### config.mk
export PLATFORM = sky130hd
export DESIGN_NAME = mux_scan_seq
export DESIGN_NICKNAME = d
export VERILOG_FILES = /design/src/rtl/mux_scan_seq.sv
export SDC_FILE = /design/constraint.sdc
export NUM_CORES = 1
export LEC_CHECK = 0
export CAP_MARGIN = 20
export CORE_MARGIN = 3
export CORE_UTILIZATION = 48
export CTS_BUF_LIST = sky130_fd_sc_hd__clkbuf_2
export DETAILED_ROUTE_END_ITERATION = 10
export GPL_TIMING_DRIVEN = 0
export PLACE_DENSITY = 0.78
export SYNTH_ARGS = -nofsm -noshare
export SYNTH_HDL_FRONTEND = slang
export SYNTH_SLANG_ARGS = --single-unit
### constraint.sdc
create_clock -name clk -period 2.7 [get_ports clk]
set_input_delay 0.54 -clock clk [delete_from_list [all_inputs] [get_ports clk]]
set_output_delay 0.54 -clock clk [all_outputs]
set_load 0.05 [all_outputs]
### src/rtl/mux_scan_seq.sv
// Registered N:1 channel selector with manual select, round-robin AUTO scan,
// single-sweep scan with per-channel dwell, and a HOLD mode that freezes the output.
module mux_scan_seq #(
  parameter int N_CH  = 16,
  parameter int DW    = 1,
  parameter int SEL_W = 4,
  parameter int DWELL = 1
) (
  input  logic                 clk,
  input  logic                 rst_n,
  input  logic [N_CH*DW-1:0]   din,
  input  logic [1:0]           mode,
  input  logic [SEL_W-1:0]     sel_in,
  input  logic                 start,
  output logic [DW-1:0]        dout,
  output logic [SEL_W-1:0]     sel_out,
  output logic                 valid,
  output logic                 busy,
  output logic                 sweep_done
);

  localparam int DCNT_W = (DWELL > 1) ? $clog2(DWELL) : 1;
  localparam logic [DCNT_W-1:0] DCNT_LAST = DCNT_W'(DWELL - 1);
  localparam logic [SEL_W-1:0]  PTR_LAST  = SEL_W'(N_CH - 1);

  localparam logic [1:0] M_MANUAL = 2'b00;
  localparam logic [1:0] M_AUTO   = 2'b01;
  localparam logic [1:0] M_SWEEP  = 2'b10;

  typedef enum logic {S_IDLE, S_RUN} state_e;

  state_e            state_q, state_d;
  logic [DW-1:0]     dout_q, dout_d;
  logic [SEL_W-1:0]  sel_out_q, sel_out_d;
  logic              valid_q, valid_d;
  logic              busy_q, busy_d;
  logic              sweep_done_q, sweep_done_d;
  logic [SEL_W-1:0]  ptr_q, ptr_d;
  logic [DCNT_W-1:0] dcnt_q, dcnt_d;
  logic              last_dwell, last_ch;

  // Indices past the last channel read as zero rather than X.
  function automatic logic [DW-1:0] ch_read(input logic [SEL_W-1:0] idx,
                                            input logic [N_CH*DW-1:0] bus);
    ch_read = '0;
    for (int k = 0; k < N_CH; k++) begin
      if (idx == SEL_W'(k)) ch_read = bus[k*DW +: DW];
    end
  endfunction

  assign last_dwell = (dcnt_q == DCNT_LAST);
  assign last_ch    = (ptr_q == PTR_LAST);

  always_comb begin
    state_d      = S_IDLE;
    dout_d       = dout_q;
    sel_out_d    = sel_out_q;
    valid_d      = 1'b0;
    busy_d       = 1'b0;
    sweep_done_d = 1'b0;
    ptr_d        = ptr_q;
    dcnt_d       = dcnt_q;

    case (mode)
      M_MANUAL: begin
        dout_d    = ch_read(sel_in, din);
        sel_out_d = sel_in;
        valid_d   = 1'b1;
        ptr_d     = '0;
        dcnt_d    = '0;
      end
      M_AUTO, M_SWEEP: begin
        if (mode == M_SWEEP && state_q == S_IDLE) begin
          ptr_d  = '0;
          dcnt_d = '0;
          if (start) begin
            state_d = S_RUN;
            busy_d  = 1'b1;
          end
        end else begin
          // Shared scan step: sample on the first clock of each dwell window.
          if (dcnt_q == '0) begin
            dout_d    = ch_read(ptr_q, din);
            sel_out_d = ptr_q;
            valid_d   = 1'b1;
          end
          if (last_dwell) begin
            dcnt_d = '0;
            ptr_d  = last_ch ? '0 : ptr_q + 1'b1;
          end else begin
            dcnt_d = dcnt_q + 1'b1;
          end
          if (mode == M_SWEEP) begin
            if (last_ch && last_dwell) begin
              sweep_done_d = 1'b1;
            end else begin
              state_d = S_RUN;
              busy_d  = 1'b1;
            end
          end
        end
      end
      default: begin
      end
    endcase
  end

  always_ff @(posedge clk or negedge rst_n) begin
    if (!rst_n) begin
      state_q      <= S_IDLE;
      dout_q       <= '0;
      sel_out_q    <= '0;
      valid_q      <= 1'b0;
      busy_q       <= 1'b0;
      sweep_done_q <= 1'b0;
      ptr_q        <= '0;
      dcnt_q       <= '0;
    end else begin
      state_q      <= state_d;
      dout_q       <= dout_d;
      sel_out_q    <= sel_out_d;
      valid_q      <= valid_d;
      busy_q       <= busy_d;
      sweep_done_q <= sweep_done_d;
      ptr_q        <= ptr_d;
      dcnt_q       <= dcnt_d;
    end
  end

  assign dout       = dout_q;
  assign sel_out    = sel_out_q;
  assign valid      = valid_q;
  assign busy       = busy_q;
  assign sweep_done = sweep_done_q;

endmodule
==> results.yml <==
drt:
  drt_iter0_drc: 31
  avgRoutedWirePerCell_um: 14.3
  drc_errors: 0
  wl_um: 2690
  routed_via_density: 5.72
  via_count: 1075
  drt-pass1-iter-count: 4
  postRouteAntennaNets: 0
clock_tree:
  clockRootBuffer: "clkbuf_2"
  clockBufferDepth: 2
  cts_resized: 0
  cts_tree: "done"
  path_clk_slew_ps: 110
  cts_made_buffers: 3
  cts_sinks: 12
  cts.htree.levels: 1
  post-cts-setup-buffer-count: 0
  ctsHoldBuffers: 0
  insertion_delay_ps: 270
layout:
  multi_input_area_um2: 641
  fill_cells: 157
  register_area_um2: 300
  final_core_util_pct: 69.0
  final_layout_size_suffix_gt1_share_pct: 6.83
  synthToLayoutAreaGrowth_pct: 32.5
  final_area_mm2: 0.00138
  final_nets: 195
  diodes: 0
sta:
  final.min_clock_period_ps: 2450
  drv_slew: 0
  max_freq_ghz: 0.408
  setup_viol: 0
  finalCritPeriodShare_pct: 90.7
  worst_slew_pin_slew_ps: 556
  rsz0062_at_grt: "no"
  hold_viol: 0
  relSlewSlack_pct: 62.8
  clock-skew-final_ps: 10.8
  finalSetupTns_ps: 0
placed_design:
  io_buffers: 29
  placed_area_mm2: 0.00137
  gp_congestion: 0.943
  dp_hpwl_um: 2120
floorplanning:
  pin_count: 33
  die_area_mm2: 0.00277
  start_util_pct: 52.1
  rows: 16
  die_h_um: 52.6
  core_area_mm2: 0.00200
  die_x_um: 52.6
power_and_ir_drop:
  peakVddDrop_mv: 0.365
  power_density_mw_per_mm2: 446
  leakage_nw: 0.609
  finalPower_w: 0.000616
logic_synthesis:
  seq_area_frac_synth_pct: 28.8
  synth_xor_area_share_pct: 0
  ys_warn_count: 0
  synth-edff-count: 0
  synth_cells: 129
  avgSynthCellArea_um2: 8.08
  async_reset_ff_share_pct: 100
  synthSimpleGateAreaFrac_pct: 16.9
  yosys_register_bits: 12
  yosysUniqueCellTypes: 39
  netlist_area_mm2: 0.00104
  synth-compound-area-share_pct: 26.8
  synth_top_family_by_area: "compound AO/OA/AOI/OAI gates"
  ys_dominant_reg_cell: "dfrtp_1"
  syn_nets: 161
  synthAdderAreaFrac_pct: 8.40
  synthMuxAreaShare_pct: 9.36
worst_setup_path:
  worstSetupPathType: "in2reg"
  worstSetupStartpointType: "primary input"
  startpoint: "mode[1]"
  worstPathArrival_ps: 2660
  r2r_slack_ps: 500
  cp-end-kind: "flip-flop"
  rr_startpoint: "ptr_q[0]$_DFFE_PN0P_"
  crit_required_ps: 2910
  crit_path_max_fanout: 10
min_path:
  holdCritPathClass: "reg2reg"
  holdCritStartpoint: "sel_out[2]$_DFFE_PN0P_"
global_route:
  antenna_found_initial: 0
  grt_pass1_wl_um: 4310
  grt_usage_pct: 20.7
  grt_pass1_vias: 981
  grt_max_degree: 13
  grt-ovfl-total: 0
run_status:
  status: "complete, no violations"
flow_run:
  max_cap_violations: 0
Yosys cell counts (2+ instances only):
master	instances	area, um^2
a211oi_1	2	15.0
a21o_1	2	15.0
a21oi_1	12	60.1
a311oi_1	2	17.5
buf_2	3	15.0
buf_6	2	22.5
clkbuf_1	2	7.51
dfrtp_1	12	300
ha_1	7	87.6
inv_1	14	52.6
mux2i_1	5	50.1
nand2_1	15	56.3
nand2b_1	2	12.5
nand3_1	3	15.0
nor2_1	8	30.0
nor2b_1	3	18.8
nor4_1	2	12.5
o21ai_0	9	45.0
o21ai_1	3	15.0
o41ai_1	2	17.5
flip-flops by register name (all words and copies together) (netlist names):
name,count
valid,1
dout,1
ptr_q,4
busy,1
sel_out,4
sweep_done,1
cells in the final DEF (no fill, tap or decap), types with 2 or more instances in the layout:
| cell type | instances |
|---|---|
| o41ai_1 | 2 |
| nand3_1 | 3 |
| dfrtp_1 | 12 |
| o21ai_1 | 3 |
| nor4_1 | 2 |
| nor2_1 | 8 |
| o21ai_0 | 9 |
| buf_2 | 3 |
| nor2b_1 | 3 |
| a21oi_1 | 12 |
| clkdlybuf4s50_1 | 29 |
| a311oi_1 | 2 |
| a21o_1 | 2 |
| a211oi_1 | 2 |
| nand2b_1 | 2 |
| inv_1 | 14 |
| ha_1 | 7 |
| nand2_1 | 15 |
| mux2i_1 | 5 |
| clkbuf_1 | 2 |
| clkbuf_2 | 3 |
| buf_6 | 2 |
cell type report:
class | count | area share [%]
Buffer | 8 | 3.53
Sequential cell | 12 | 21.7
Clock buffer | 3 | 1.09
Multi-Input combinational cell | 95 | 46.4
Inverter | 14 | 3.80
Tap cell | 27 | 2.45
Timing Repair Buffer | 29 | 21.0
where the power goes:
group | switching, W | leakage (nW) | internal, W
clock | 0.0000607 | 0.0125 | 0.0000303
combinational | 0.000176 | 0.439 | 0.000127
sequential | 0.0000194 | 0.157 | 0.000202
metal layers:
metal  vias to the layer above  share of wire, %  global-route usage, %
met5                         -                 0                      0
met4                         0              0.78                   2.55
met3                         3               6.4                   6.27
met2                        40                50                   34.7
met1                       502                43                   26.7
li1                        530                 -                      -
metrics by stage:
stage	setup slack [ps]	std cells	hold WS, ps
floorplan	741	129	244
global placement	46.9	185	462
detailed placement	21.7	185	481
CTS	281	188	505
global route	94.1	188	530
finish	252	188	500
path summary, 6_finish.rpt:
check                                               to  cells after the start
worst max-delay path                  dout$_DFFE_PN0P_                      7
worst min-delay path            sel_out[2]$_DFFE_PN0P_                      2
worst max register to register        dout$_DFFE_PN0P_                      8
worst min register to register  sel_out[2]$_DFFE_PN0P_                      2
max in group asynchronous             dout$_DFFE_PN0P_                      1
min in group asynchronous         ptr_q[3]$_DFFE_PN0P_                      1
logic make-up after synthesis:
| kind of cell | after synthesis |
|---|---|
| adders and majority gates | 7 |
| muxes | 8 |
| buffers and inverters | 22 |
| DFF | 12 |
| AOI/OAI and AO/OA | 43 |
| and+or+nand+nor | 37 |
critical path, cell delays in order:
cell             delay [ps]
clkdlybuf4s50_1         500
inv_1                    60
ha_1                    350
buf_1                   430
o31ai_1                 190
nor4_1                  390
o32a_1                  200
Note: power is estimated with default switching activity, not from simulation.
